$ cat src/rtl/alarm_pkg.sv
// rtl/alarm_pkg.sv - shared state encoding and default timing for the alarm sequencer
package alarm_pkg;

   typedef enum logic [2:0] {
      ST_DISARMED   = 3'd0,
      ST_WAIT_OPEN  = 3'd1,
      ST_WAIT_CLOSE = 3'd2,
      ST_ARMING     = 3'd3,
      ST_ARMED      = 3'd4,
      ST_TRIGGERED  = 3'd5,
      ST_SOUNDING   = 3'd6,
      ST_WAIT_CLEAR = 3'd7
   } alarm_state_e;

   localparam int DEF_N_DOORS     = 2;
   localparam int DEF_T_ARM       = 6;
   localparam int DEF_T_DRIVER    = 8;
   localparam int DEF_T_PASSENGER = 15;
   localparam int DEF_T_SIREN     = 10;
   localparam int DEF_CW          = 8;

   function automatic logic is_counting(input alarm_state_e s);
      return (s == ST_ARMING) || (s == ST_TRIGGERED) || (s == ST_SOUNDING);
   endfunction

endpackage

$ cat src/rtl/countdown_timer.sv
// rtl/countdown_timer.sv - tick-driven down counter; clear beats load beats decrement
module countdown_timer #(
   parameter int CW = 8
) (
   input  logic          clock,
   input  logic          reset,
   input  logic          load,
   input  logic [CW-1:0] load_val,
   input  logic          clear,
   input  logic          tick,
   output logic [CW-1:0] value,
   output logic          expire
);

   always_ff @(posedge clock or posedge reset) begin
      if (reset) begin
         value <= '0;
      end else if (clear) begin
         value <= '0;
      end else if (load) begin
         value <= load_val;
      end else if (tick && (value != '0)) begin
         value <= value - 1'b1;
      end
   end

   assign expire = tick && (value == CW'(1));

endmodule

$ cat src/rtl/alarm_sequencer.sv
// rtl/alarm_sequencer.sv - arm/disarm sequencer with entry delays, timed siren and status LED
module alarm_sequencer
   import alarm_pkg::*;
#(
   parameter int N_DOORS     = DEF_N_DOORS,
   parameter int T_ARM       = DEF_T_ARM,
   parameter int T_DRIVER    = DEF_T_DRIVER,
   parameter int T_PASSENGER = DEF_T_PASSENGER,
   parameter int T_SIREN     = DEF_T_SIREN,
   parameter int CW          = DEF_CW
) (
   input  logic               clock,
   input  logic               reset,
   input  logic               en,
   input  logic               tick,
   input  logic               ignition,
   input  logic [N_DOORS-1:0] door,
   output logic [2:0]         state,
   output logic               siren,
   output logic               status_led,
   output logic               count_active,
   output logic [CW-1:0]      count_value
);

   alarm_state_e  state_q, state_next;
   logic          led_q, led_next;
   logic          tmr_load, tmr_clear, tmr_tick, tmr_expire;
   logic [CW-1:0] tmr_load_val;
   logic          any_open;

   assign any_open = |door;
   // The timer only sees ticks while a count-down is actually running.
   assign tmr_tick = tick && is_counting(state_q);

   countdown_timer #(.CW(CW)) u_timer (
      .clock    (clock),
      .reset    (reset),
      .load     (tmr_load),
      .load_val (tmr_load_val),
      .clear    (tmr_clear),
      .tick     (tmr_tick),
      .value    (count_value),
      .expire   (tmr_expire)
   );

   always_ff @(posedge clock or posedge reset) begin
      if (reset) begin
         state_q <= ST_DISARMED;
         led_q   <= 1'b0;
      end else begin
         state_q <= state_next;
         led_q   <= led_next;
      end
   end

   always_comb begin
      state_next   = state_q;
      tmr_load     = 1'b0;
      tmr_load_val = '0;
      tmr_clear    = 1'b0;
      led_next     = 1'b0;

      if (!en || ignition) begin
         state_next = ST_DISARMED;
         tmr_clear  = 1'b1;
      end else begin
         case (state_q)
            ST_DISARMED:   state_next = ST_WAIT_OPEN;
            ST_WAIT_OPEN:  if (door[0]) state_next = ST_WAIT_CLOSE;
            ST_WAIT_CLOSE: begin
               if (!any_open) begin
                  state_next   = ST_ARMING;
                  tmr_load     = 1'b1;
                  tmr_load_val = CW'(T_ARM);
               end
            end
            ST_ARMING: begin
               if (any_open) begin
                  state_next = ST_WAIT_CLOSE;
                  tmr_clear  = 1'b1;
               end else if (tmr_expire) begin
                  state_next = ST_ARMED;
               end
            end
            ST_ARMED: begin
               if (any_open) begin
                  state_next   = ST_TRIGGERED;
                  tmr_load     = 1'b1;
                  tmr_load_val = door[0] ? CW'(T_DRIVER) : CW'(T_PASSENGER);
               end
            end
            ST_TRIGGERED: begin
               if (tmr_expire) begin
                  state_next   = ST_SOUNDING;
                  tmr_load     = 1'b1;
                  tmr_load_val = CW'(T_SIREN);
               end
            end
            ST_SOUNDING:   if (tmr_expire) state_next = ST_WAIT_CLEAR;
            ST_WAIT_CLEAR: if (!any_open) state_next = ST_ARMED;
            default:       state_next = ST_DISARMED;
         endcase
      end

      // Entering ARMED lights the LED; afterwards each tick toggles it.
      case (state_next)
         ST_ARMED:     led_next = (state_q != ST_ARMED) ? 1'b1 : (tick ? ~led_q : led_q);
         ST_ARMING,
         ST_TRIGGERED,
         ST_SOUNDING:  led_next = 1'b1;
         default:      led_next = 1'b0;
      endcase
   end

   assign state        = state_q;
   assign siren        = (state_q == ST_SOUNDING);
   assign count_active = is_counting(state_q);
   assign status_led   = led_q;

endmodule

$ cat config.mk
export PLATFORM = sky130hd
export DESIGN_NAME = alarm_sequencer
export DESIGN_NICKNAME = d
export VERILOG_FILES = /design/src/rtl/alarm_pkg.sv /design/src/rtl/countdown_timer.sv /design/src/rtl/alarm_sequencer.sv
export SDC_FILE = /design/constraint.sdc
export NUM_CORES = 1
export LEC_CHECK = 0
export ABC_AREA = 1
export CORE_ASPECT_RATIO = 1.25
export CORE_MARGIN = 2
export CORE_UTILIZATION = 54
export DETAILED_ROUTE_END_ITERATION = 10
export PLACE_DENSITY_LB_ADDON = 0.25
export SYNTH_ARGS = -nofsm -noshare
export SYNTH_HDL_FRONTEND = slang
export SYNTH_SLANG_ARGS = --single-unit
$ cat constraint.sdc
create_clock -name clock -period 2.65 [get_ports clock]
set_input_delay 0.3975 -clock clock [delete_from_list [all_inputs] [get_ports clock]]
set_output_delay 0.3975 -clock clock [all_outputs]
set_load 0.01 [all_outputs]
Word level (Yosys, flattened, before mapping). Index checks and enable logic that the tools add are counted. W data, S select, Z words.

Bits of input ports: 7. Memories kept: 0. Word-level logic and storage cells: 60. ROM bits: 0. Register bits after elaboration: 12. Output and inout bits: 14. RAM bits: 0. Bits in latches: 0.

Reduce and logical (&&, ||, !) cells: 12. Bitwise logic cells: 1. Multiplexer cells: 29. Add/sub/neg operators: 1. Magnitude comparators: 0. Divide/modulo/power cells: 0. Equality and inequality tests: 14. Multipliers: 0. Shifts and indexed selects: 0.

Operator list (number): $mux W3 (11); $mux W8 (3); $pmux W3 S8 (1); $eq A3 B3 Y1 const B (7); $mux W4 (3); $pmux W4 S3 (1); $eq A3 B2 Y1 const B (3); $eq A8 B1 Y1 const B (1); $mux W1 (8); $reduce_bool A8 Y1 (1); $sub A8 B1 Y8 const B (1); $ne A3 B3 Y1 const B (2); $eq A3 B1 Y1 const B (1); $logic_and A1 B1 Y1 (3); $logic_not A3 Y1 (1); $logic_or A1 B1 Y1 (3); $pmux W1 S3 (1); $reduce_bool A3 Y1 (1); $reduce_or A3 Y1 (1); $pmux W1 S2 (1); $reduce_or A2 Y1 (1); $logic_not A1 Y1 (1); $not A1 Y1 (1).

Logic depth before layout (Yosys ltp).
Depth in word-level cells: 12. Depth in mapped cells: 12. Depth with buffers taken out: 12.

Modules after synthesis. From an unflattened synthesis, not the netlist that was laid out.

Cell total of the unflattened synthesis: 179. Area, all modules: 1083.5 sq um.

Modules (own cells, without submodules): countdown_timer (times used 1, area an instance 611.8 sq um, seq. area each 200.2 sq um, cells each 96); alarm_sequencer (times used 1, area an instance 471.7 sq um, seq. area each 100.1 sq um, cells each 83).

Worst setup path before layout. OpenSTA, ideal clock, no wires.

Kind: reg-to-reg. From: reg u_timer.value[1]. To: reg u_timer.value[2]. Buffers on the path: 0. Setup slack: 1.127 ns. Data required time: 2.532 ns. Arrival time: 1.405 ns. Clock period less this slack: 1.523 ns. Setup time: 0.118 ns. Stages on the path, launching flop included: 12. Cell sequence: dfrtp_1 -> inv_1 -> ha_1 -> nand2_1 -> nor2_4 -> nand4_4 -> nand3_4 -> nand2_4 -> nand3_4 -> inv_2 -> nand2_1 -> nand2_1.

Word-level cells in the longest chain between the ends: 7. Elaborated cells between the ends (all ways): 12. Classes of those cells: add/sub: 1; eq/ne: 1; mux: 6; reduce/logical: 4.

Ends and longest elaborated chain: start: declaration (RTL line countdown_timer.sv:11) `output logic [CW-1:0] value,`; start signal: assignment (RTL line countdown_timer.sv:21) `value <= load_val;`; start signal: assignment (RTL line countdown_timer.sv:23) `value <= value - 1'b1;`; $eq A8 B1 Y1 (RTL line countdown_timer.sv:27) `assign expire = tick && (value == CW'(1));`; $logic_and A1 B1 Y1 (RTL line countdown_timer.sv:27); $mux W1 (RTL line alarm_sequencer.sv:93) `if (tmr_expire) begin`; $pmux W1 S3 (RTL line alarm_sequencer.sv:67) `case (state_q)`; $mux W1 (RTL line alarm_sequencer.sv:63) `if (!en || ignition) begin`; $mux W8 (RTL line countdown_timer.sv:20) `end else if (load) begin`; $mux W8 (RTL line countdown_timer.sv:18) `end else if (clear) begin`.

Several ways; a longest one is shown, not always the timed one. The select of a mux whose other input is x is not followed. A chain may end at the register's enable or synchronous reset.

Final worst setup path.
From: reg state_q[2], in the netlist state[2]. To: out count_active.

Word-level cells in the longest chain between the ends: 3. Elaborated cells between the ends (all ways): 5. Classes of those cells: eq/ne: 3; reduce/logical: 2.

Ends and longest elaborated chain: start: declaration (RTL line alarm_sequencer.sv:25) `alarm_state_e state_q, state_next;`; start signal: assignment (RTL line alarm_sequencer.sv:51) `state_q <= state_next;`; $eq A3 B2 Y1 or $eq A3 B3 Y1 (tied branches) (RTL line alarm_pkg.sv:23) `return (s == ST_ARMING) || (s == ST_TRIGGERED) || (s == ST_SOUNDING);`; $logic_or A1 B1 Y1 (RTL line alarm_pkg.sv:23); $logic_or A1 B1 Y1 * (RTL line alarm_pkg.sv:23); end: declaration (RTL line alarm_sequencer.sv:21) `output logic count_active,`.

Every way passes the cells marked *; elsewhere a longest branch is shown, timed or not.

==> run summary <==
The maximum level of the CTS H-tree came out at 1. Of the synthesized area, sequential elements account for 29.7%. The worst voltage drop across the vdd grid was 0.000320 V; the post-synthesis cell count was 141.

The buffer levels on the longest clock path was 2. Global routing finished with a remaining overflow of 0. Library cell used as clock root buffer: sky130_fd_sc_hd__clkbuf_4.

The tools report the number of hold-slack violations in the final timing report as 0. In the final timing run, aggregate negative setup slack is 0 ps. The die is 42.7 µm wide. The wire-length estimate of the detail-placed layout is 1780 µm. The post-detailed-route via-to-cell ratio is 5.16. Setup slack closes at 540 ps.

Detailed router's first-iteration violation count: 23. The power density of the placed cells is 366 mW/mm². The library cell with the highest instance count after synthesis was sky130_fd_sc_hd__nand2_1. Pin placement for this block handled 21 I/O pins. The type of the tightest min-delay check was primary input to async pin. Number of synthesis warnings: 0.

Average wire per standard cell: 11.7 µm. In the synthesized netlist the dominant register cell turns out to be sky130_fd_sc_hd__dfrtp_1. The setup-violating endpoint count in the final report came out at 0. The floorplan has 17 rows. The layout cell share with drive strength beyond 1 was 16.9%. At the end of the flow, the number of nets in the layout was 177. Counting cells, the worst reg-to-reg path comes to 10. Global routing used 23.3% of the available tracks across all layers. Buffers inserted during clock tree synthesis total 3. The logs give 0.672 nW for the static leakage and 0.00223 mm² for the die area. In the detailed route, the total length drawn on met2 is 1140 µm. Static timing analysis puts the maximum clock frequency at 474 MHz.

The critical path starts at state[2]. The number of antenna-violating nets in the routed design was 0. Following the worst setup path forward leads to its endpoint at count_active.

The routed layout has 955 vias. The run gives 4 as the length of the first detailed-routing pass in iterations. At the placement stage, the worst setup path has a slack of 554 ps. Of the post-synthesis cell area, the dominant cell type holds 29.7%.

Critical setup path kind: register to primary output. STA puts the critical path data arrival time at 1710 ps. The mapped netlist covers 0.00101 mm².

The post-route clock skew is 2.09 ps. The repair_antennas step left the layout with diodes totalling 0. The number of port buffers was 20; the initial antenna violation count was 0. The area overhead of the layout relative to synthesis works out to 26.5%.

The logs give 0 for the max-slew violation total from the final report and 57.2% for the initial core utilization. Number of nets in the synthesized netlist: 151. At the end of routability-driven placement, the weighted congestion stood at 0.993. In this run the critical register-to-register path is captured at u_timer.value[1]. Routed signal wires occupy layers up through met4.

The final design utilization was 72.4%. The kind of start point of the critical path was a register. The number of different library cells used by synthesis comes to 25. The clock net sink count is 12, and the required arrival time at the worst endpoint is 2250 ps.

For the routed length on met1, the log shows 881 µm. Sort of element at the end of the critical path: a primary output. After detailed routing, the met3 layer carries 79 µm of wire. The final critical path takes up 79.6% of the cycle. The die is 52.3 µm tall. The tools report the startpoint of the lowest-slack register-to-register path as u_timer.value[2]. The final layout contains routed wiring with a total length of 2170 µm. The fraction of registers with async set or reset after synthesis works out to 100%. Entering global routing, the biggest net connects 13 pins.

At the pin with the least slew margin, the transition time is 488 ps. Sorting the synthesized cells by how often they occur yields sky130_fd_sc_hd__nand2_1 (40), sky130_fd_sc_hd__nor2_1 (18), sky130_fd_sc_hd__inv_1 (17), sky130_fd_sc_hd__dfrtp_1 (12), sky130_fd_sc_hd__nand3_1 (10). Clock latency of the later-clocked register in the worst-skew pair: 280 ps.

TritonCTS built the clock tree. The DRC violation count after routing is 0, and the maximum fanout count along the critical path is 6. Buffers added to address setup during post-CTS repair amount to 0.

After filler insertion, the fill cell instance count of the layout stands at 161. sky130_fd_sc_hd__dfrtp_1 takes more of the synthesized area than any other cell. The via count of the first global-routing pass is 944.

Dividing the synthesized area by the synthesized cell count gives 7.16 µm². The number of synthesized register bits works out to 12. The worst pin sits at a relative slew slack of 67.4%.

The first global-routing pass estimated 3860 µm of wire. The run finished with clean final reports. The cts-stage hold buffer count was 0; the shortest clock period the worst path allows after layout was 2110 ps.

Across the run, the number of max-cap violations was 0. Sorting the synthesized cells by area gives the leading types as sky130_fd_sc_hd__dfrtp_1 (30%), sky130_fd_sc_hd__nand2_1 (15%), sky130_fd_sc_hd__nor2_1 (6.7%). The count of instances resized after the clock tree is built is 0, and the number of flops mapped to enable cells by yosys is 0.

The run gives 0.00177 mm² as the area of the core. The clock-pin slew reported for the worst setup and hold paths after clock tree synthesis was 80 ps. The worst register-to-register path has a setup slack of 1010 ps. Setup repair after global routing left no endpoint under its margin.
logic make-up after synthesis:
| group | synth area share [%] |
|---|---|
| AO/OA/AOI/OAI | 3.97 |
| XOR/XNOR | 6.07 |
| adder cells (fa/ha/maj) | 3.72 |
| buffers and inverters | 8.55 |
| flip-flops | 29.7 |
| AND/OR/NAND/NOR | 48.0 |
state kept, by name, summed over array words and instances (netlist names):
| name | cells |
|---|---|
| state | 3 |
| status_led | 1 |
| u_timer.value | 8 |
area by class of cell:
cell class	instances	area (µm²)	area share (%)
Inverter	23	86.3	6.76
Sequential cell	12	300	23.5
Tap cell	19	23.8	1.86
Clock buffer	4	36.3	2.84
Multi-Input combinational cell	106	623	48.8
Timing Repair Buffer	21	208	16.3
routing by layer:
metal / global-route usage [%] / up-vias
li1: - / 497
met1: 24.2 / 428
met2: 43.7 / 24
met3: 3.45 / 6
met4: 13.5 / 0
met5: 0 / -
placed cells by master, fill, tap and decap left out:
cell type,synthesis,routed
sky130_fd_sc_hd__dfrtp_1,12,12
sky130_fd_sc_hd__buf_4,0,1
sky130_fd_sc_hd__a21boi_1,1,1
sky130_fd_sc_hd__nand3_4,3,3
sky130_fd_sc_hd__a21oi_2,1,1
sky130_fd_sc_hd__a21oi_1,2,2
sky130_fd_sc_hd__inv_2,6,6
sky130_fd_sc_hd__clkdlybuf4s50_1,0,20
sky130_fd_sc_hd__clkbuf_8,0,1
sky130_fd_sc_hd__nor3_1,3,3
sky130_fd_sc_hd__nand3b_1,1,1
sky130_fd_sc_hd__nand3_2,5,5
sky130_fd_sc_hd__xnor2_1,3,3
sky130_fd_sc_hd__nand2_2,1,1
sky130_fd_sc_hd__nand4_4,1,1
sky130_fd_sc_hd__nand2_1,40,40
sky130_fd_sc_hd__xor2_1,4,4
sky130_fd_sc_hd__o2111ai_1,1,1
sky130_fd_sc_hd__nor2_1,18,18
sky130_fd_sc_hd__inv_1,17,17
sky130_fd_sc_hd__nor3_2,1,1
sky130_fd_sc_hd__nand4_1,2,2
sky130_fd_sc_hd__ha_1,3,3
sky130_fd_sc_hd__nand3_1,10,10
sky130_fd_sc_hd__nor2_2,3,3
sky130_fd_sc_hd__nand2_4,1,1
sky130_fd_sc_hd__nor2_4,1,1
sky130_fd_sc_hd__clkbuf_4,0,3
sky130_fd_sc_hd__o21ai_1,1,1
power by group:
| group | leakage, nW | switching [mW] | total (mW) | internal (mW) |
|---|---|---|---|---|
| clock network | 0.0210 | 0.0672 | 0.151 | 0.0836 |
| registers | 0.164 | 0.0123 | 0.203 | 0.191 |
| logic | 0.487 | 0.0619 | 0.114 | 0.0522 |
| total | 0.672 | 0.141 | 0.468 | 0.326 |
worst min path at each step:
stage | slack, ps | startpoint | end
2_1_floorplan | 260 | reset | state[0]
3_3_place_gp | 530 | u_timer.value[1] | u_timer.value[1]
3_5_place_dp | 550 | u_timer.value[1] | u_timer.value[1]
4_1_cts | 430 | reset | status_led
5_1_grt | 480 | reset | status_led
6_report | 430 | reset | u_timer.value[1]
critical path: stages, from the launching register on:
cell and delay [ps]:
sky130_fd_sc_hd__dfrtp_1 450, sky130_fd_sc_hd__inv_1 170, sky130_fd_sc_hd__nand3_2 130, sky130_fd_sc_hd__nand3_4 130, sky130_fd_sc_hd__clkdlybuf4s50_1 550
through the flow:
step                      instances  cell area (µm²)  hold slack (ps)  power [mW]
after global placement          181             1240              527       0.318
final                           185             1280              430       0.468
after CTS                       185             1280              431       0.474
after floorplan                 141             1010              262       0.277
after detailed placement        181             1240              547       0.321
after global routing            185             1280              476       0.496
No activity file was read; power rests on OpenSTA's default activity.
